$ cat config.mk
export PLATFORM = sky130hd
export DESIGN_NAME = ahb_arbiter
export DESIGN_NICKNAME = d
export VERILOG_FILES = /design/src/rtl/ahb_arbiter.sv
export SDC_FILE = /design/constraint.sdc
export NUM_CORES = 1
export LEC_CHECK = 0
export ABC_AREA = 1
export BUFFER_PORTS_ARGS = -buffer_cell sky130_fd_sc_hd__buf_2
export CAP_MARGIN = 20
export CORE_MARGIN = 2
export CORE_UTILIZATION = 35
export CTS_CLUSTER_DIAMETER = 40
export DETAILED_ROUTE_END_ITERATION = 10
export HOLD_SLACK_MARGIN = 0.06
export SYNTH_ARGS = -nofsm -noshare
export SYNTH_HDL_FRONTEND = slang
export SYNTH_SLANG_ARGS = --single-unit
$ cat constraint.sdc
create_clock -name CLK -period 2.2 [get_ports CLK]
set_input_delay 0.44 -clock CLK [delete_from_list [all_inputs] [get_ports CLK]]
set_output_delay 0.44 -clock CLK [all_outputs]
set_load 0.005 [all_outputs]
$ cat src/rtl/ahb_arbiter.sv
// Two-master AHB bus arbiter. Round-robin on ties, a bounded hold time while
// contested, and locked transfers. The address-phase and data-phase owners are pipelined.
module ahb_arbiter #(
    parameter int unsigned MAX_HOLD = 4
) (
    input  logic       CLK,
    input  logic       RST,
    input  logic       HBUSREQ_1,
    input  logic       HBUSREQ_2,
    input  logic       HLOCK_1,
    input  logic       HLOCK_2,
    input  logic       HREADY,
    output logic       HGRANT_1,
    output logic       HGRANT_2,
    output logic [1:0] HMASTER,
    output logic [1:0] HMASTER_D,
    output logic       HMASTLOCK,
    output logic [1:0] state_dbg
);

    typedef enum logic [1:0] {
        IDLE = 2'b00,
        M1   = 2'b01,
        M2   = 2'b10
    } state_t;

    localparam logic [3:0] HOLD_LAST = 4'(MAX_HOLD - 1);

    state_t     state, state_nx;
    logic [3:0] cnt, cnt_nx;
    logic       last, last_nx;  // 0 = master 1 granted last, 1 = master 2

    // An owner's HLOCK is honoured only while it still requests. The other
    // master's lock is never looked at.
    always_comb begin
        state_nx = state;
        case (state)
            IDLE: begin
                if (HBUSREQ_1 && HBUSREQ_2) state_nx = last ? M1 : M2;
                else if (HBUSREQ_1)         state_nx = M1;
                else if (HBUSREQ_2)         state_nx = M2;
                else                        state_nx = IDLE;
            end
            M1: begin
                if (!HBUSREQ_1)
                    state_nx = HBUSREQ_2 ? M2 : IDLE;
                else if (!HLOCK_1 && HBUSREQ_2 && cnt == HOLD_LAST)
                    state_nx = M2;
            end
            M2: begin
                if (!HBUSREQ_2)
                    state_nx = HBUSREQ_1 ? M1 : IDLE;
                else if (!HLOCK_2 && HBUSREQ_1 && cnt == HOLD_LAST)
                    state_nx = M1;
            end
            default: state_nx = IDLE;
        endcase
    end

    always_comb begin
        cnt_nx  = cnt;
        last_nx = last;
        if (state_nx != state || state == IDLE) cnt_nx = 4'd0;
        else if (cnt != HOLD_LAST)              cnt_nx = cnt + 4'd1;
        if (state_nx == M1) last_nx = 1'b0;
        if (state_nx == M2) last_nx = 1'b1;
    end

    always_ff @(posedge CLK or posedge RST) begin
        if (RST) begin
            state     <= IDLE;
            cnt       <= 4'd0;
            last      <= 1'b1;
            HGRANT_1  <= 1'b0;
            HGRANT_2  <= 1'b0;
            HMASTER   <= 2'b00;
            HMASTER_D <= 2'b00;
            HMASTLOCK <= 1'b0;
        end else if (HREADY) begin
            state     <= state_nx;
            cnt       <= cnt_nx;
            last      <= last_nx;
            HGRANT_1  <= (state_nx == M1);
            HGRANT_2  <= (state_nx == M2);
            // The grant becomes the address phase, which becomes the data phase.
            HMASTER   <= {HGRANT_2, HGRANT_1};
            HMASTER_D <= HMASTER;
            HMASTLOCK <= (HGRANT_1 & HLOCK_1) | (HGRANT_2 & HLOCK_2);
        end
    end

    assign state_dbg = state;

endmodule

==> impl_metrics.tcl <==
set metrics [dict create \
    routedWlPerCell_um 10.4 \
    layout.nets 136 \
    place.gp.congestion 0.863 \
    yosysWarningCount 0 \
    clk_pin_slew_ns 0.09 \
    utilization 0.430 \
    cts_resized 0 \
    dr.first_iter.drc_count 12 \
    power_per_cell_area_mw_per_mm2 1070 \
    ys_ff_latch 14 \
    path_max_fanout 4 \
    hold_path.class "in -> async" \
    antenna_found_initial 0 \
    critPathLaunchType "register" \
    syn_nets 118 \
    finalClockSkew_ns 0.00975 \
    vias 699 \
    slew-limit-headroom 0.640 \
    grt_pass1_wl_mm 2.75 \
    cts.path.max_buffers 2 \
    leakagePower_nw 0.543 \
    die_y_um 52.0 \
    arrival_ns 1.95 \
    grt_max_degree 15 \
    io-pin-count 16 \
    port_buffers 15 \
    synth_cells 108 \
    syn-cell-area_um2 806 \
    peakVddDrop_v 0.000445 \
    syn_to_final_growth_pct 16.9 \
    hold_viol 0 \
    routed.top_layer "met4" \
    route.met3.wl_um 68 \
    avgSynthCellArea_um2 7.46 \
    setup_viol 0 \
    coreArea_mm2 0.00219 \
    first_pass_iters 4 \
    muxShareOfSynthArea 0 \
    cts_tree "yes" \
    yosys.area_share.adder 0.0466 \
    via_per_inst 4.57 \
    tightestPinTransition_ns 0.540 \
    timing.max_cap.violations 0 \
    dp_hpwl_mm 1.26 \
    yosys.area_share.simple 0.337 \
    fmax_mhz 574 \
    synth_xor_area_frac 0.0109 \
    clock_sinks 14 \
    drc 0 \
    final.setup.tns_ns 0 \
    start_util 0.368 \
    min_period_over_period 0.792 \
    diodes 0 \
    grt.total_usage 0.138 \
    synth-compound-area-share 0.0776 \
    drt-total-wl_mm 1.59 \
    ys_seq_area_frac 0.436 \
    clock_latency_ns 0.28 \
    antenna_left 0 \
    critPathCaptureType "register" \
    gr-total-overflow 0 \
    slew_violations 0 \
    status "complete, no violations" \
    criticalPathCategory "reg -> reg" \
    met2_length_um 749 \
    grt_pass1_vias 630 \
    die_w_um 52.0 \
    whs_ns 0.180 \
    dieArea_mm2 0.00270 \
    post_cts_buffers 0 \
    rsz0062_at_grt "no" \
    cts-root-buf "clkbuf_4" \
    cts_hold_buf 0 \
    cp.required_ns 2.41 \
    synth_top_family_by_area "simple AND/OR/NAND/NOR gates" \
    synth_cell_types 20 \
    cts.htree.levels 1 \
    cts_made_buffers 3 \
    rows 17 \
    final.min_clock_period_ns 1.74 \
    drive_above_1_share 0.240 \
    met1_length_um 764 \
]
critical path, cell delays in order (launching register included):
cell,delay (ns)
dfrtp_1,0.41
ha_1,0.26
nand3_1,0.14
nand3_2,0.11
nand3_2,0.13
inv_1,0.05
ha_1,0.28
nor2_1,0.13
nor2_1,0.05
a21oi_1,0.12
layout make-up:
class,instances,area (µm²)
Sequential cell,14,352
Fill cell,226,1250
Multi-Input combinational cell,75,380
Tap cell,28,35.0
Timing Repair Buffer,15,75.1
Clock buffer,4,36.3
Inverter,17,63.8
state kept, by name, summed over array words and instances (netlist names):
register and flops:
HMASTER 2, last 1, HMASTER_D 2, cnt 4, HGRANT_2 1, HMASTLOCK 1
state_dbg 2, HGRANT_1 1
cell usage in the layout (no fill, tap or decap), types with 2 or more instances in the layout:
cell type / n
nand2_1: 38
inv_1: 15
nand3_2: 3
a21oi_1: 2
ha_1: 3
nand2_2: 2
dfrtp_1: 13
nor2_1: 7
inv_2: 2
nor2_2: 2
o21ai_0: 6
nand3_1: 6
clkbuf_4: 3
buf_2: 15
routing by layer:
layer,track usage,up-vias
li1,-,369
met1,0.159,315
met3,0.0517,2
met4,0.0263,0
met2,0.243,13
met5,0,-
cell usage after synthesis:
master,instances,share of area
nand4_1,1,0.0078
xor2_1,1,0.011
inv_2,2,0.0093
nand2_2,2,0.016
nand3_1,6,0.037
o31ai_1,1,0.0093
nor2_1,7,0.033
a21oi_1,2,0.012
nor2_2,2,0.016
nand3_2,3,0.037
a21boi_0,1,0.0093
dfrtp_1,13,0.40
nor2_4,1,0.014
o21bai_1,1,0.0093
inv_1,15,0.070
nand2_1,38,0.18
buf_2,2,0.012
o21ai_0,6,0.037
dfstp_2,1,0.033
ha_1,3,0.047
metrics by stage:
| stage | std cells | total power [W] | worst slack [ns] | area [µm²] |
|---|---|---|---|---|
| 6_report | 153 | 0.00101 | 0.457 | 942 |
| 5_1_grt | 153 | 0.00111 | 0.329 | 942 |
| 4_1_cts | 153 | 0.00102 | 0.460 | 942 |
| 3_5_place_dp | 149 | 0.000833 | 0.481 | 906 |
| 3_3_place_gp | 149 | 0.000819 | 0.499 | 906 |
| 2_1_floorplan | 108 | 0.000695 | 0.613 | 806 |
path summary, 6_finish.rpt:
check,start,depth (start not counted),slack (ns),end
min in group CLK,HLOCK_1,3,0.43,HMASTLOCK
worst min register to register,HMASTER_D[0],2,0.49,HMASTER_D[0]
worst max-delay path,cnt[0],9,0.46,last
worst max register to register,cnt[0],9,0.46,last
max in group asynchronous,RST,2,1.64,last
worst min-delay path,RST,2,0.18,HMASTER_D[1]
power breakdown:
group          switching (W)  internal (W)  total (W)
logic               0.000225      0.000166   0.000391
registers          0.0000842      0.000351   0.000435
clock network      0.0000842      0.000101   0.000185
logic make-up (layout without fill, tap and decap cells):
group	Yosys count	after routing
fa+ha+maj	3	3
flops	14	14
compound gates	11	11
simple gates	60	60
buf+inv	19	36
xor+xnor	1	1
(Power assumes the default switching activity.)
